===== src/rtl/rf_wb_arbiter_pkg.sv =====
// Shared definitions for the register-file write-back arbiter.
// Provides the build-wide defaults WIDTH, RF_ADD_SIZE, LQ_DEPTH and STARVE_LIMIT as macros
// (overridable on the command line) plus the grant encoding used by rf_wb_arbiter.
// Optional feature macro (consumed in rf_wb_arbiter.sv): WB_FWD_EN.
`ifndef WIDTH
`define WIDTH 32
`endif
`ifndef RF_ADD_SIZE
`define RF_ADD_SIZE 5
`endif
`ifndef LQ_DEPTH
`define LQ_DEPTH 4
`endif
`ifndef STARVE_LIMIT
`define STARVE_LIMIT 8
`endif

package rf_wb_arbiter_pkg;

    localparam int unsigned WB_WIDTH        = `WIDTH;
    localparam int unsigned WB_ADDR         = `RF_ADD_SIZE;
    localparam int unsigned WB_LQ_DEPTH     = `LQ_DEPTH;
    localparam int unsigned WB_STARVE_LIMIT = `STARVE_LIMIT;

    // Which source owns the write port this cycle
    typedef enum logic [1:0] {
        GntNone = 2'd0,
        GntAlu  = 2'd1,
        GntLd   = 2'd2
    } grant_e;

endpackage


===== src/rtl/rf_wb_arbiter_wb_fifo.sv =====
// wb_fifo: small FIFO holding pending load write-backs ({rd, data} payload).
// Exposes the registered occupancy so the producer-side ready can be derived without
// any combinational path from the consumer.
module wb_fifo #(
    parameter int unsigned DW    = 37,
    parameter int unsigned DEPTH = 4
) (
    input  logic                       i_clk,
    input  logic                       i_rstn,
    input  logic                       i_push,
    input  logic [DW-1:0]              i_data,
    input  logic                       i_pop,
    output logic [DW-1:0]              o_data,
    output logic [$clog2(DEPTH):0]     o_count,
    output logic                       o_empty
);

    localparam int unsigned PTRW = $clog2(DEPTH);
    localparam int unsigned CNTW = PTRW + 1;

    logic [DW-1:0]   mem [DEPTH];
    logic [PTRW-1:0] wptr_q, rptr_q;
    logic [CNTW-1:0] count_q;

    // Storage array; contents are don't-care while count is zero, so no reset needed
    always_ff @(posedge i_clk) begin
        if (i_push) begin
            mem[wptr_q] <= i_data;
        end
    end

    // Pointer and occupancy tracking
    always_ff @(posedge i_clk or negedge i_rstn) begin
        if (!i_rstn) begin
            wptr_q  <= '0;
            rptr_q  <= '0;
            count_q <= '0;
        end else begin
            if (i_push) begin
                wptr_q <= wptr_q + PTRW'(1);
            end
            if (i_pop) begin
                rptr_q <= rptr_q + PTRW'(1);
            end
            unique case ({i_push, i_pop})
                2'b10:   count_q <= count_q + CNTW'(1);
                2'b01:   count_q <= count_q - CNTW'(1);
                default: count_q <= count_q;
            endcase
        end
    end

    assign o_data  = mem[rptr_q];
    assign o_count = count_q;
    assign o_empty = (count_q == '0);

endmodule


===== src/rtl/rf_wb_arbiter.sv =====
// rf_wb_arbiter: merges single-cycle ALU results and queued load results onto the one
// register-file write port. ALU wins by default; a load that has waited STARVE_LIMIT
// cycles is forced through and the ALU is stalled for that cycle.
// Optional feature macro: WB_FWD_EN enables the decode-stage bypass comparators;
// without it the bypass outputs are tied to zero.
module rf_wb_arbiter
    import rf_wb_arbiter_pkg::*;
#(
    parameter int unsigned WIDTH        = `WIDTH,
    parameter int unsigned ADDR         = `RF_ADD_SIZE,
    parameter int unsigned LQ_DEPTH     = `LQ_DEPTH,
    parameter int unsigned STARVE_LIMIT = `STARVE_LIMIT
) (
    input  logic             i_clk,
    input  logic             i_rstn,
    input  logic             i_alu_valid,
    input  logic [ADDR-1:0]  i_alu_rd,
    input  logic [WIDTH-1:0] i_alu_data,
    output logic             o_alu_stall,
    input  logic             i_ld_valid,
    output logic             o_ld_ready,
    input  logic [ADDR-1:0]  i_ld_rd,
    input  logic [WIDTH-1:0] i_ld_data,
    output logic             o_rf_w,
    output logic [ADDR-1:0]  o_rf_dst,
    output logic [WIDTH-1:0] o_rf_data,
    input  logic [ADDR-1:0]  i_src_0,
    input  logic [ADDR-1:0]  i_src_1,
    output logic             o_fwd_hit_0,
    output logic             o_fwd_hit_1,
    output logic [WIDTH-1:0] o_fwd_data_0,
    output logic [WIDTH-1:0] o_fwd_data_1
);

    localparam int unsigned PW = WIDTH + ADDR;
    localparam int unsigned CW = $clog2(LQ_DEPTH) + 1;
    localparam int unsigned SW = $clog2(STARVE_LIMIT + 1);

    logic [PW-1:0]    lq_head;
    logic [CW-1:0]    lq_count;
    logic             lq_empty;
    logic             lq_push, lq_pop;
    logic             alu_ok, starve_hit;
    logic [SW-1:0]    starve_q, starve_d;
    grant_e           grant;
    logic             rf_w_q;
    logic [ADDR-1:0]  rf_dst_q;
    logic [WIDTH-1:0] rf_data_q;

    // x0 writes are architecturally void, so they never compete for the port
    assign alu_ok     = i_alu_valid && (i_alu_rd != '0);
    assign starve_hit = !lq_empty && (starve_q == SW'(STARVE_LIMIT));
    assign o_alu_stall = alu_ok && starve_hit;
    // Ready depends only on registered occupancy: no same-cycle enqueue when full
    assign o_ld_ready = (lq_count < CW'(LQ_DEPTH));
    assign lq_push    = i_ld_valid && o_ld_ready && (i_ld_rd != '0);
    assign lq_pop     = (grant == GntLd);

    // Grant priority: starving load, then ALU, then any queued load
    always_comb begin
        grant = GntNone;
        if (starve_hit) begin
            grant = GntLd;
        end else if (alu_ok) begin
            grant = GntAlu;
        end else if (!lq_empty) begin
            grant = GntLd;
        end
    end

    // Starve counter: clears on head grant or empty queue, otherwise saturating increment
    always_comb begin
        starve_d = starve_q;
        if (lq_empty || lq_pop) begin
            starve_d = '0;
        end else if (starve_q != SW'(STARVE_LIMIT)) begin
            starve_d = starve_q + SW'(1);
        end
    end

    wb_fifo #(
        .DW    (PW),
        .DEPTH (LQ_DEPTH)
    ) u_lq (
        .i_clk   (i_clk),
        .i_rstn  (i_rstn),
        .i_push  (lq_push),
        .i_data  ({i_ld_rd, i_ld_data}),
        .i_pop   (lq_pop),
        .o_data  (lq_head),
        .o_count (lq_count),
        .o_empty (lq_empty)
    );

    // Starve counter state
    always_ff @(posedge i_clk or negedge i_rstn) begin
        if (!i_rstn) begin
            starve_q <= '0;
        end else begin
            starve_q <= starve_d;
        end
    end

    // Registered write port; dst/data hold their last value between writes
    always_ff @(posedge i_clk or negedge i_rstn) begin
        if (!i_rstn) begin
            rf_w_q    <= 1'b0;
            rf_dst_q  <= '0;
            rf_data_q <= '0;
        end else begin
            rf_w_q <= (grant != GntNone);
            if (grant == GntAlu) begin
                rf_dst_q  <= i_alu_rd;
                rf_data_q <= i_alu_data;
            end else if (grant == GntLd) begin
                rf_dst_q  <= lq_head[PW-1:WIDTH];
                rf_data_q <= lq_head[WIDTH-1:0];
            end
        end
    end

    assign o_rf_w    = rf_w_q;
    assign o_rf_dst  = rf_dst_q;
    assign o_rf_data = rf_data_q;

`ifdef WB_FWD_EN
    assign o_fwd_hit_0  = rf_w_q && (rf_dst_q == i_src_0) && (i_src_0 != '0);
    assign o_fwd_hit_1  = rf_w_q && (rf_dst_q == i_src_1) && (i_src_1 != '0);
    assign o_fwd_data_0 = o_fwd_hit_0 ? rf_data_q : '0;
    assign o_fwd_data_1 = o_fwd_hit_1 ? rf_data_q : '0;
`else
    logic unused_src;
    assign unused_src   = ^{i_src_0, i_src_1};
    assign o_fwd_hit_0  = 1'b0;
    assign o_fwd_hit_1  = 1'b0;
    assign o_fwd_data_0 = '0;
    assign o_fwd_data_1 = '0;
`endif

endmodule

===== config.mk =====
export PLATFORM = sky130hd
export DESIGN_NAME = rf_wb_arbiter
export DESIGN_NICKNAME = d
export VERILOG_FILES = /design/src/rtl/rf_wb_arbiter_pkg.sv /design/src/rtl/rf_wb_arbiter_wb_fifo.sv /design/src/rtl/rf_wb_arbiter.sv
export SDC_FILE = /design/constraint.sdc
export NUM_CORES = 1
export LEC_CHECK = 0
export CAP_MARGIN = 15
export CORE_ASPECT_RATIO = 1.75
export CORE_MARGIN = 2
export CORE_UTILIZATION = 54
export CTS_BUF_LIST = sky130_fd_sc_hd__clkbuf_16
export CTS_CLUSTER_DIAMETER = 150
export DETAILED_ROUTE_END_ITERATION = 6
export PLACE_DENSITY_LB_ADDON = 0.15
export SETUP_SLACK_MARGIN = 0.05
export SLEW_MARGIN = 20
export SYNTH_ARGS = -nofsm -noshare
export SYNTH_HDL_FRONTEND = slang
export SYNTH_SLANG_ARGS = --single-unit

===== constraint.sdc =====
create_clock -name i_clk -period 4.3 [get_ports i_clk]
set_input_delay 0.43 -clock i_clk [delete_from_list [all_inputs] [get_ports i_clk]]
set_output_delay 0.43 -clock i_clk [all_outputs]
set_load 0.05 [all_outputs]

==> summary.txt, run 1 <==
Drt
  • Routed len/inst: 19.3 µm
  • Final ANT Viol Nets: 0
  • Vias per cell: 5.40
  • DRC: 0
  • Total Wirelength: 15600 µm
  • DR iter-0 viols: 294
  • Pre-Repair DR Iteration Count: 6
  • Via count: 4360

Yosys
  • Number of flops mapped to enable cells by yosys: 148
  • Yosys warns: 0
  • Adder-cell share of the synthesized area: 0.0177
  • Post-Synth Simple-Gate Area: 0.0485
  • Multiplexer share of the synthesized area: 0.104
  • Sequential fraction of the synthesis area: 0.692
  • Synthesized area per cell: 16.5 µm²
  • Compound-cell area share of the yosys netlist: 0.0497
  • Post-Synthesis Cells: 496
  • Synth Register Bits: 197
  • Synth cell types: 31
  • Ys flop type: edfxtp_1
  • Mapped Area: 0.00820 mm²
  • Async SR Flop Fraction: 0.249
  • XOR/XNOR Fraction of Synth Area: 0.00961
  • Main combinational cell family by area after synthesis: multiplexers

Floorplan
  • Chip height: 167 µm
  • Core area: 0.0148 mm²
  • Initial Utilization: 0.553
  • # IOs: 194
  • # rows: 59
  • Die area: 0.0162 mm²
  • DIE WIDTH: 97.1 µm

Global routing
  • Vias in the first global route: 4598
  • Number of antenna violations at the first check in global routing: 0
  • Largest net degree at the start of global routing: 50
  • Total GRT Usage: 0.202
  • First-pass GRT wire length: 24900 µm
  • GR Overflow Total: 0

Clocking
  • Worst skew pair latency: 0.43 ns
  • CTS resizes: 0
  • H-tree depth: 4
  • Post-CTS Setup Bufs: 0
  • CTS tree: yes
  • Hold_buf cts: 0
  • Clk Tree Root Cell: clkbuf_16
  • Cts bufs inserted: 17
  • Clock Path Buffers: 2
  • CTS clk-pin slew, worst paths: 0.08 ns
  • Clk sinks: 197

Placement
  • Post-Place Setup Slack: 0.668 ns
  • Placer Congestion: 0.717
  • Detailed Place HPWL: 9620 µm
  • Port Buf Inserts: 117

Timing
  • Worst clock skew: 0.0108 ns
  • Fin crit period: 3.19 ns
  • Worst slew margin: 0.283
  • Final hold violation count: 0
  • Final setup fails: 0
  • Slew of the pin with the lowest slew margin: 1.08 ns
  • Final Cycle Share: 0.741
  • Final Max Tran Viols: 0
  • Hold Slack: 0.126 ns
  • Setup ws final: 1.11 ns
  • Setup tns final: 0 ns
  • Fmax: 0.314 GHz
  • RSZ-0062 raised after global routing: false

Pwr
  • Cell-internal power: 4.35 mW
  • Sw frac: 0.369
  • Net switching power: 2.54 mW
  • P per Cell Area: 698 mW/mm²
  • Leak: 3.62 nW
  • Power share of the combinational group: 0.366
  • Clock power share: 0.226
  • Power share of the sequential group: 0.407
  • VDD IR-drop max: 0.404 mV

Min path
  • HP Class: in -> async

Worst setup path
  • End of the worst register-to-register path: o_rf_data[23]$_DFFE_PN0P_
  • Crit path required time: 4.65 ns
  • Reg2reg path depth: 9
  • WP data arrival: 3.54 ns
  • Worst-path maximum fanout: 36
  • Nature of the critical path endpoint: flop
  • R2R Setup Slk: 1.20 ns
  • Worst Setup Path Type: in -> reg
  • Critical Path Source Type: primary input
  • Worst r2r src: starve_q[0]$_DFFE_PN0P_

Run status
  • Status: complete, no violations

Layout
  • Most common cell after layout, fill and taps aside: edfxtp_1
  • Share of cells above drive strength 1: 0.139
  • Most frequent cells in the layout: edfxtp_1, clkdlybuf4s50_1, conb_1, dfrtp_1, nor2_1
  • Filler cell count: 1049
  • Layout net count: 711
  • Inserted Diodes: 0
  • Layout area overhead: 20.4%

Job
  • Maxcap violations: 0
sequential cells by signal, summed over array words and instances (netlist names):
signal        cells
o_rf_w            1
starve_q          4
u_lq.rptr_q       2
u_lq.wptr_q       2
o_rf_data        32
u_lq.o_count      3
o_rf_dst          5
u_lq.mem        148
how the worst max path moves through the flow:
| stage | start | end | slack (ns) |
|---|---|---|---|
| after floorplan | i_alu_rd[2] | u_lq.o_count[2]$_DFFE_PN0P_ | 1.70 |
| final | i_alu_rd[2] | o_rf_data[23]$_DFFE_PN0P_ | 1.11 |
| after detailed placement | i_alu_rd[3] | o_rf_data[23]$_DFFE_PN0P_ | 0.67 |
| after CTS | i_alu_rd[3] | o_rf_data[23]$_DFFE_PN0P_ | 1.10 |
| after global routing | i_alu_rd[2] | o_rf_data[31]$_DFFE_PN0P_ | 0.89 |
| after global placement | i_alu_rd[2] | o_rf_data[25]$_DFFE_PN0P_ | 0.76 |
final cells by class:
class	instances	area (µm²)	share of cell area
clock inverter	15	160	0.0162
inverter	10	37.5	0.00380
tap	183	229	0.0232
multi-input combinational	265	2150	0.218
clock buffer	17	425	0.0431
timing repair buffer	121	1200	0.121
sequential	197	5670	0.575
routing by layer:
layer,share of wire,GRT usage
met4,0.0097,0.0588
met1,0.38,0.235
met2,0.57,0.371
met3,0.046,0.0432
met5,0,0
stage by stage:
stage	area [µm²]	total power [mW]	std cells	utilization
final	9870	6.89	808	0.665
after global routing	9870	7.21	808	0.665
after CTS	9870	6.96	808	0.665
after detailed placement	9290	5.40	776	0.626
after global placement	9290	5.33	776	0.626
after floorplan	8440	4.65	561	-
worst max-delay path: stages:
cell,delay [ns]
clkdlybuf4s50_1,0.42
or4_1,0.54
o21ai_1,0.30
or2_2,0.20
ha_2,0.49
nor2_4,0.62
buf_4,0.34
a221o_1,0.18
synth_stat cells, drive strengths merged, types with 2 or more instances:
master,n,share of area
clkbuf,13,0.0060
buf,76,0.068
o21ai,2,0.0012
mux4,37,0.10
dfrtp,49,0.15
and2,4,0.0031
inv,10,0.0046
nand2,40,0.018
edfxtp,148,0.54
ha,10,0.015
xnor2,6,0.0064
nor3,3,0.0018
nor2,45,0.021
xor2,3,0.0032
or2,2,0.0015
a221o,37,0.045
cell families after synthesis:
family                     after synthesis
DFF                                    197
buffers and inverters                   99
and+or+nand+nor                         98
AOI/OAI and AO/OA                       42
muxes                                   39
adders and majority gates               11
xor gates and xnor gates                 9
other                                    1
power by group through the flow:
| stage | registers, mW | clock network [mW] | logic, mW |
|---|---|---|---|
| 2_1_floorplan | 3.27 | 0 | 1.38 |
| 3_3_place_gp | 2.83 | 0 | 2.50 |
| 3_5_place_dp | 2.85 | 0 | 2.55 |
| 4_1_cts | 2.82 | 1.59 | 2.55 |
| 5_1_grt | 2.86 | 1.67 | 2.68 |
| 6_report | 2.81 | 1.56 | 2.52 |
No activity file was read; power rests on OpenSTA's default activity.
==> inputs of run 2 (changes only) <==
--- a/config.mk
+++ b/config.mk
@@ -8,7 +8,7 @@
 export CAP_MARGIN = 15
 export CORE_ASPECT_RATIO = 1.75
 export CORE_MARGIN = 2
-export CORE_UTILIZATION = 54
+export CORE_UTILIZATION = 45
 export CTS_BUF_LIST = sky130_fd_sc_hd__clkbuf_16
 export CTS_CLUSTER_DIAMETER = 150
 export DETAILED_ROUTE_END_ITERATION = 6
==> constraint.sdc (replaced) <==
create_clock -name i_clk -period 2.7 [get_ports i_clk]
set_input_delay 0.27 -clock i_clk [delete_from_list [all_inputs] [get_ports i_clk]]
set_output_delay 0.27 -clock i_clk [all_outputs]
set_load 0.05 [all_outputs]
==> summary.txt, run 2 (synthesized netlist as in run 1, its figures left out) <==
Floorplan
  • Initial Utilization: 0.456 (was 0.553)
  • # IOs: 194 (unchanged)
  • Chip height: 183 µm (was 167 µm)
  • Core area: 0.0180 mm² (was 0.0148 mm²)
  • DIE WIDTH: 106 µm (was 97.1 µm)
  • # rows: 65 (was 59)
  • Die area: 0.0194 mm² (was 0.0162 mm²)

Layout
  • Storage cell area: 0.00567 mm² (unchanged)
  • Most common cell after layout, fill and taps aside: edfxtp_1 (unchanged)
  • Share of cells above drive strength 1: 0.169 (was 0.139)
  • Most frequent cells in the layout: edfxtp_1, clkdlybuf4s50_1, conb_1, dfrtp_1, nor2_1 (unchanged)
  • Max reg flops: 148 (unchanged)
  • Filler cell count: 1448 (was 1049)
  • Reg with most FFs: u_lq.mem (unchanged)
  • Area of the multi-input gates: 0.00215 mm² (unchanged)
  • Inserted Diodes: 0 (unchanged)
  • Utilization after layout: 0.565 (was 0.665)
  • Layout net count: 735 (was 711)
  • Layout area overhead: 23.9% (was 20.4%)

Drt
  • DRC: 0 (unchanged)
  • Pre-Repair DR Iteration Count: 4 (was 6)
  • Routed len/inst: 18.0 µm (was 19.3 µm)
  • Via count: 4433 (was 4360)
  • Final ANT Viol Nets: 0 (unchanged)
  • DR iter-0 viols: 254 (was 294)
  • Vias per cell: 5.02 (was 5.40)
  • Total Wirelength: 15900 µm (was 15600 µm)

Pwr
  • P per Cell Area: 1090 mW/mm² (was 698 mW/mm²)
  • VDD IR-drop max: 0.489 mV (was 0.404 mV)
  • Leak: 3.75 nW (was 3.62 nW)
  • Total power: 11.0 mW (was 6.89 mW)

Timing
  • Final Max Tran Viols: 0 (unchanged)
  • Worst clock skew: 0.00775 ns (was 0.0108 ns)
  • Fmax: 0.414 GHz
  • Final Cycle Share: 0.896
  • Fin crit period: 2.42 ns
  • Final hold violation count: 36 (was 0)
  • Slew of the pin with the lowest slew margin: 0.920 ns (was 1.08 ns)
  • RSZ-0062 raised after global routing: false (unchanged)
  • Setup tns final: 0 ns (unchanged)
  • Final setup fails: 0 (unchanged)
  • Worst slew margin: 0.387 (was 0.283)
  • Hold Slack: -0.0224 ns (was 0.126 ns)

Clocking
  • Cts bufs inserted: 17 (unchanged)
  • H-tree depth: 4 (unchanged)
  • Clock Path Buffers: 2 (unchanged)
  • Clk Tree Root Cell: clkbuf_16 (unchanged)
  • CTS tree: yes (unchanged)
  • CTS clk-pin slew, worst paths: 0.07 ns (was 0.08 ns)
  • Hold_buf cts: 0 (unchanged)
  • CTS resizes: 0 (unchanged)
  • Clk sinks: 197 (unchanged)
  • Post-CTS Setup Bufs: 0 (unchanged)
  • Worst skew pair latency: 0.42 ns (was 0.43 ns)

Global routing
  • Total GRT Usage: 0.173 (was 0.202)
  • First-pass GRT wire length: 25100 µm (was 24900 µm)
  • GR Overflow Total: 0 (unchanged)
  • Vias in the first global route: 4679 (was 4598)
  • Largest net degree at the start of global routing: 39 (was 50)
  • Number of antenna violations at the first check in global routing: 0 (unchanged)

Worst setup path
  • End of the worst register-to-register path: u_lq.o_count[2]$_DFFE_PN0P_ (was o_rf_data[23]$_DFFE_PN0P_)
  • Worst Setup Path Type: in -> reg (unchanged)
  • WP data arrival: 2.76 ns (was 3.54 ns)
  • Worst r2r src: starve_q[0]$_DFFE_PN0P_ (unchanged)
  • CP peak stage delay: 0.53 ns (was 0.62 ns)
  • Cell family with most CP delay: adder cells (was simple AND/OR/NAND/NOR gates)
  • Reg2reg path depth: 12 (was 9)
  • CP bufs+invs: 2 (unchanged)
  • Crit path cell chain: clkdlybuf4s50_1 > or4_1 > o21ai_1 > o21ba_2 > ha_2 > ha_1 > inv_1 > fa_1 > xor2_1 > nor2_1 > xnor2_1 (was clkdlybuf4s50_1 > or4_1 > o21ai_1 > or2_2 > ha_2 > nor2_4 > buf_4 > a221o_1)
  • R2R Setup Slk: 0.38 ns (was 1.20 ns)
  • CP max-delay cell: or4_1 (was nor2_4)
  • Nature of the critical path endpoint: flop (unchanged)
  • Crit path required time: 3.05 ns (was 4.65 ns)
  • Critical Path Source Type: primary input (unchanged)
  • Worst-path maximum fanout: 3 (was 36)

Run status
  • Status: complete, but fails checks (was complete, no violations)
  • Violated checks: hold timing

Placement
  • Placer Congestion: 0.779 (was 0.717)
  • Port Buf Inserts: 117 (unchanged)
  • Detailed Place HPWL: 10700 µm (was 9620 µm)

Job
  • Maxcap violations: 0 (unchanged)

Min path
  • HP Class: in -> async (unchanged)
-- run 2: cell types whose count changed in the layout (fill, tap and decap cells not counted), sizes merged --
cell,change
clkinvlp,+2
buf,+25
inv,-2
bufinv,-1
clkinv,+1
clkdlybuf4s50,-1
-- run 2: area by class of cell --
type / instances / share of cell area
tap: 234 / 0.0288
inverter: 10 / 0.00370
timing repair buffer: 145 / 0.143
clock buffer: 17 / 0.0419
multi-input combinational: 265 / 0.212
sequential: 197 / 0.559
clock inverter: 15 / 0.0126
-- run 2: where the power goes --
group	switching (mW)	internal, mW
sequential	0.324	3.96
clock	1.15	1.21
combinational	2.59	1.82
-- run 2: layer usage --
layer,track usage,routed length [µm]
met5,0,0
met1,0.202,6260
met3,0.0336,686
met2,0.312,8670
met4,0.0674,312
-- run 2: how the worst max path moves through the flow --
stage                                  from                          end  slack [ns]  cells past startpoint
floorplan           starve_q[0]$_DFFE_PN0P_     o_rf_data[0]$_DFFE_PN0P_        0.25                     10
global placement                i_alu_rd[3]  u_lq.o_count[2]$_DFFE_PN0P_       -0.14                     11
CTS                             i_alu_rd[2]  u_lq.o_count[2]$_DFFE_PN0P_        0.29                     11
detailed placement              i_alu_rd[2]  u_lq.o_count[2]$_DFFE_PN0P_       -0.16                     11
global route                    i_alu_rd[3]  u_lq.o_count[2]$_DFFE_PN0P_        0.12                     11
finish                          i_alu_rd[2]  u_lq.o_count[2]$_DFFE_PN0P_        0.28                     11
-- run 2: metrics by stage --
step	instance area, µm²	worst slack (ns)	instances	hold WS (ns)
floorplan	8440	0.250	561	-0.0256
global route	10200	0.115	883	0.0241
finish	10200	0.282	883	-0.0224
global placement	9600	-0.137	851	0.448
detailed placement	9600	-0.159	851	0.469
CTS	10200	0.293	883	0.00581
